<file path="src/rtl/hsi_tx_arbiter.sv">
// Round-robin arbiter sharing one HSI message coder between N_REQ sources.
// Define ARB_TIMEOUT_EN to force release of a grant that stalls for TIMEOUT cycles.
module hsi_tx_arbiter #(
  parameter int unsigned N_REQ   = 3,
  parameter int unsigned GAP_CYC = 2,
  parameter int unsigned TIMEOUT = 255,
  localparam int unsigned OwW    = (N_REQ > 1) ? $clog2(N_REQ) : 1
) (
  input  logic                 clk,
  input  logic                 rst,
  input  logic [N_REQ-1:0]     req,
  output logic [N_REQ-1:0]     gnt,
  input  logic [8*N_REQ-1:0]   src_d,
  input  logic [N_REQ-1:0]     src_d_rdy,
  input  logic [N_REQ-1:0]     src_msg_end,
  input  logic                 cd_busy,
  output logic [7:0]           cd_d,
  output logic                 cd_wr,
  output logic [OwW-1:0]       owner,
  output logic                 busy,
  output logic                 drop_err,
  output logic                 tmo
);

  typedef enum logic [1:0] {StIdle, StGrant, StDrain, StGap} state_e;

  state_e             state_q, state_d;
  logic [OwW-1:0]     owner_q, owner_d;
  logic [OwW-1:0]     ptr_q, ptr_d;
  logic [N_REQ-1:0]   gnt_q, gnt_d;
  logic [7:0]         cd_d_q, cd_d_d;
  logic               cd_wr_q, cd_wr_d;
  logic               drop_err_q, drop_err_d;
  logic [3:0]         gap_q, gap_d;

  logic [7:0]         src_b [N_REQ];
  logic               pick_vld;
  logic [OwW-1:0]     pick_idx;
  logic [OwW-1:0]     idx;
  logic               own_rdy, own_end, own_req, fwd;
  logic               tmo_hit;

  always_comb begin
    for (int i = 0; i < N_REQ; i++) begin
      src_b[i] = src_d[8*i +: 8];
    end
  end

  // Cyclic search from ptr_q; descending loop so the nearest requester wins.
  always_comb begin
    pick_vld = 1'b0;
    pick_idx = '0;
    idx      = '0;
    for (int k = N_REQ - 1; k >= 0; k--) begin
      idx = OwW'((int'(ptr_q) + k) % N_REQ);
      if (req[idx]) begin
        pick_vld = 1'b1;
        pick_idx = idx;
      end
    end
  end

  assign own_rdy = src_d_rdy[owner_q];
  assign own_end = src_msg_end[owner_q];
  assign own_req = req[owner_q];
  assign fwd     = (state_q == StGrant) && own_rdy && !cd_busy;

`ifdef ARB_TIMEOUT_EN
  localparam logic [7:0] TmoLim = 8'(TIMEOUT);

  logic [7:0] tmo_cnt_q, tmo_cnt_d;

  always_comb begin
    tmo_cnt_d = tmo_cnt_q;
    if (state_q == StIdle) begin
      tmo_cnt_d = '0;
    end else if (state_q == StGrant) begin
      if (fwd) begin
        tmo_cnt_d = '0;
      end else if (tmo_cnt_q != 8'hff) begin
        tmo_cnt_d = tmo_cnt_q + 8'd1;
      end
    end
  end

  always_ff @(posedge clk) begin
    if (rst) begin
      tmo_cnt_q <= '0;
    end else begin
      tmo_cnt_q <= tmo_cnt_d;
    end
  end

  assign tmo_hit = (state_q == StGrant) && (tmo_cnt_q == TmoLim);
  assign tmo     = tmo_hit;
`else
  assign tmo_hit = 1'b0;
  assign tmo     = 1'b0;
`endif

  always_comb begin
    state_d    = state_q;
    owner_d    = owner_q;
    ptr_d      = ptr_q;
    gnt_d      = gnt_q;
    cd_d_d     = cd_d_q;
    cd_wr_d    = 1'b0;
    drop_err_d = drop_err_q;
    gap_d      = gap_q;
    unique case (state_q)
      StIdle: begin
        if (pick_vld) begin
          owner_d         = pick_idx;
          ptr_d           = OwW'((int'(pick_idx) + 1) % N_REQ);
          gnt_d           = '0;
          gnt_d[pick_idx] = 1'b1;
          state_d         = StGrant;
        end
      end
      StGrant: begin
        if (own_rdy) begin
          if (cd_busy) begin
            drop_err_d = 1'b1;
          end else begin
            cd_wr_d = 1'b1;
            cd_d_d  = src_b[owner_q];
          end
        end
        if (own_end || !own_req || tmo_hit) begin
          gnt_d   = '0;
          state_d = StDrain;
        end
      end
      StDrain: begin
        if (!cd_busy && !cd_wr_q) begin
          if (GAP_CYC == 0) begin
            state_d = StIdle;
          end else begin
            gap_d   = 4'(GAP_CYC);
            state_d = StGap;
          end
        end
      end
      StGap: begin
        gap_d = gap_q - 4'd1;
        if (gap_q <= 4'd1) begin
          state_d = StIdle;
        end
      end
      default: state_d = StIdle;
    endcase
  end

  always_ff @(posedge clk) begin
    if (rst) begin
      state_q    <= StIdle;
      owner_q    <= '0;
      ptr_q      <= '0;
      gnt_q      <= '0;
      cd_d_q     <= '0;
      cd_wr_q    <= 1'b0;
      drop_err_q <= 1'b0;
      gap_q      <= '0;
    end else begin
      state_q    <= state_d;
      owner_q    <= owner_d;
      ptr_q      <= ptr_d;
      gnt_q      <= gnt_d;
      cd_d_q     <= cd_d_d;
      cd_wr_q    <= cd_wr_d;
      drop_err_q <= drop_err_d;
      gap_q      <= gap_d;
    end
  end

  assign gnt      = gnt_q;
  assign cd_d     = cd_d_q;
  assign cd_wr    = cd_wr_q;
  assign owner    = owner_q;
  assign busy     = (state_q != StIdle);
  assign drop_err = drop_err_q;

endmodule
</file>
<file path="config.mk">
export PLATFORM = sky130hd
export DESIGN_NAME = hsi_tx_arbiter
export DESIGN_NICKNAME = d
export VERILOG_FILES = /design/src/rtl/hsi_tx_arbiter.sv
export SDC_FILE = /design/constraint.sdc
export NUM_CORES = 1
export LEC_CHECK = 0
export ABC_AREA = 1
export ABC_CLOCK_PERIOD_IN_PS = 3150
export CORE_ASPECT_RATIO = 0.75
export CORE_UTILIZATION = 45
export CTS_CLUSTER_SIZE = 16
export DETAILED_ROUTE_END_ITERATION = 6
export PLACE_DENSITY_LB_ADDON = 0.1
export SLEW_MARGIN = 10
export SYNTH_ARGS = -nofsm -noshare
export SYNTH_HDL_FRONTEND = slang
export SYNTH_SLANG_ARGS = --single-unit
</file>
<file path="constraint.sdc">
create_clock -name clk -period 3.15 [get_ports clk]
set_clock_uncertainty 0.2 [all_clocks]
set_input_delay 0.315 -clock clk [delete_from_list [all_inputs] [get_ports clk]]
set_output_delay 0.315 -clock clk [all_outputs]
set_load 0.01 [all_outputs]
</file>
==> metrics.md <==
| Metric | Value |
|---|---|
| Worst-path cell with the longest stage delay | `dfxtp_1` |
| CP endpoint kind | `primary output` |
| CP bufs+invs | `1` |
| Worst Hold Launch | `gnt[1]` |
| Drt pass-1 iters | `7` |
| Reg-to-Reg End | `ptr_q[1]` |
| # diodes | `0` |
| IO buf count | `between 50 and 60` |
| Ys Warns | `0` |
| Largest net degree at the start of global routing | `17` |
| Iteration-0 DRC Markers | `~120` |
| Synth Register Bits | `23` |
| Setup tns final | `0 ns` |
| CP Class | `reg -> out` |
| Core Region | `between 3000 and 4000 um2` |
| Post-layout util | `about two thirds` |
| Crit path time final | `2.13 ns` |
| Latest clock arrival within the worst-skew pair | `~0.26 ns` |
| Fmax | `between 0.4 and 0.5 GHz` |
| Rows | `18` |
| Fin. Hold Viols | `0` |
| Die W | `70.6 um` |
| Clock power frac | `between 10% and 20%` |
| CTS tree | `done` |
| R2r setup slk | `1.05 ns` |
| Primary FF master, synth | `dfxtp_1` |
| Synth Instances | `between 200 and 250` |
| Slew @ Worst Pin | `around 0.6 ns` |
| Area grow syn2layout | `36.0%` |
| Int Power | `around 860 uW` |
| Peak supply drop | `roughly 0.00034 V` |
| Post-synth EDFFs | `0` |
| DRC errors left | `4` |
| Initial Util | `47.6%` |
| FFs w/ async S/R, synth | `0%` |
| CP cell instances | `clkdlybuf4s50_1` |
| WL final | `3680 um` |
| Worst r2r src | `ptr_q[0]` |
| Die Y | `53.4 um` |
| Mapped Nets | `roughly 300` |
| # IOs | `53` |
| Die area | `3770 um2` |
| First-pass GRT wire length | `~5900 um` |
| Final Cycle Share | `about two thirds` |
| Grt total ovfl | `0` |
| Largest fanout on the critical path | `15` |
| Max-cap violations | `0` |
| Most frequent cells in the layout | `55 x nand2_1, 51 x clkdlybuf4s50_1, 41 x nor2_1` |
| Crit path max-delay family | `flip-flops` |
| Most common cell after layout, fill and taps aside | `nand2_1` |
| Total number of vias | `around 1600` |
| PD cells | `about 750 nW/um2` |
| Crit path launch type | `flip-flop` |
| DP HPWL | `between 2000 and 3000 um` |
| Relative slew slack | `between 60 and 70%` |
| # hold bufs at CTS | `0` |
| Hold Path Class | `reg -> reg` |
| Gpl congestion | `roughly 0.96` |
| Comb power frac | `60.9%` |
| Sequential area share after synthesis | `between 20% and 30%` |
| Sw Ratio | `between 40% and 50%` |
| Hold worst-path end | `gnt[1]` |
| Detail Route Antenna Nets | `0` |
| Layout cells sized above 1 | `7.12%` |
| Root Driver | `clkbuf_8` |
| Sequential power share | `about 28%` |
| Mapped Area | `between 1500 and 2000 um2` |
| Slew Limit Fails | `0` |
| Setup Buffers After CTS | `0` |
| Sink Count | `23` |
| Avg Inst Size Synth | `about 6.5 um2` |
| Clock transition at path regs | `roughly 0.080 ns` |
| R2R cell count | `11` |
| Hold depth | `2` |
| Antenna violations before repair | `0` |
| Non-filler cells, final | `335` |
| DR vias/cell | `approximately 5` |
| Avg WL per Cell | `11.0 um` |
| Unique cell type count in the Yosys netlist | `27` |
| Switch Pwr | `between 700 and 800 uW` |
| CTS H-tree lvls | `1` |
| Final #Nets | `343` |
| Setup-failing EPs final | `0` |
| CP Data Arrival Time | `around 1.6 ns` |
| Fillcell total | `about 310` |
| Worst Path Required | `~2.6 ns` |
| Gr usage total | `roughly 20%` |
| Placed insts | `331` |
| Status | `complete, but fails checks` |
| Failing checks | `design-rule violations` |
| CTS Buf Count | `3` |
| Deepest clock path buffer count | `2` |
| Vias in the first global route | `1359` |
| P_leak | `between 0.0009 and 0.001 uW` |
| RSZ-0062 raised after global routing | `no` |
| Max incr delay on CP | `around 0.70 ns` |
| Number of gates resized after cts | `0` |
-- power groups by stage --
stage,Sequential (uW),Clock [uW],Combinational (uW)
2_1_floorplan,446,0,704
3_3_place_gp,456,0,970
3_5_place_dp,457,0,976
4_1_cts,451,190,981
5_1_grt,461,197,1120
6_report,450,183,986
-- Yosys cell counts (2+ instances only) --
library cell | instances | area share [%]
a31oi_1 | 7 | 2.8
ha_1 | 11 | 8.7
nand2_2 | 4 | 1.6
dfxtp_1 | 23 | 29
nand3_2 | 2 | 1.3
nor3_1 | 5 | 1.6
nor2_1 | 41 | 9.7
inv_1 | 31 | 7.3
inv_2 | 2 | 0.47
a21oi_1 | 9 | 2.8
buf_4 | 2 | 0.95
nand2_1 | 55 | 13
buf_2 | 2 | 0.63
o21ai_0 | 24 | 7.6
nand3_1 | 13 | 4.1
a31oi_2 | 2 | 1.6
o21ai_2 | 2 | 1.1
-- state kept, by name, summed over array words and instances, names as in the netlist --
signal	count
drop_err	1
ptr_q	2
cd_wr	1
gap_q	4
state_q	2
cd_d	8
owner	2
gnt	3
-- metal layers --
metal  global-route usage [%]  vias to the layer above  routed length (um)
li1                         -                      880                   -
met2                     32.2                       56                1510
met1                     28.1                      695                1870
met5                        0                        -                   0
met4                     4.00                        0                  27
met3                     5.14                        4                 282
-- area by class of cell --
cell class	instances	area, um2	share of cell area (%)
Clock buffer	3	41.3	1.91
Clock inverter	1	5.00	0.232
Inverter	33	124	5.74
Multi-Input combinational cell	184	966	44.8
Sequential cell	23	460	21.3
Tap cell	40	50.0	2.32
Timing Repair Buffer	51	510	23.7
-- worst max-delay path by stage --
| stage | from | end | slack (ns) | cells after the start |
|---|---|---|---|---|
| finish | owner[0] | owner[0] | 1.02 | 1 |
| global route | ptr_q[0] | owner[1] | 0.90 | 11 |
| CTS | owner[0] | owner[0] | 1.01 | 1 |
| detailed placement | req[2] | ptr_q[1] | 1.05 | 9 |
| global placement | ptr_q[0] | owner[1] | 1.11 | 11 |
| floorplan | ptr_q[0] | owner[1] | 1.31 | 11 |
-- through the flow --
stage	hold slack (ns)	setup WS, ns	power [uW]	instance area, um2
after floorplan	0.184	1.31	1150	1590
after global placement	0.255	1.11	1430	2110
after detailed placement	0.255	1.05	1430	2110
after CTS	0.268	1.01	1620	2160
after global routing	0.285	0.898	1770	2160
final	0.267	1.02	1620	2160
-- cells by family after synthesis --
| logic type | after synthesis | share of synthesized area, % |
|---|---|---|
| and+or+nand+nor | 125 | 34.7 |
| adders and majority gates | 11 | 8.67 |
| DFF | 23 | 29.0 |
| buffers and inverters | 38 | 10.1 |
| AOI/OAI and AO/OA | 47 | 17.3 |
| other | 1 | 0.236 |
Power figures use the tool's default switching activity.
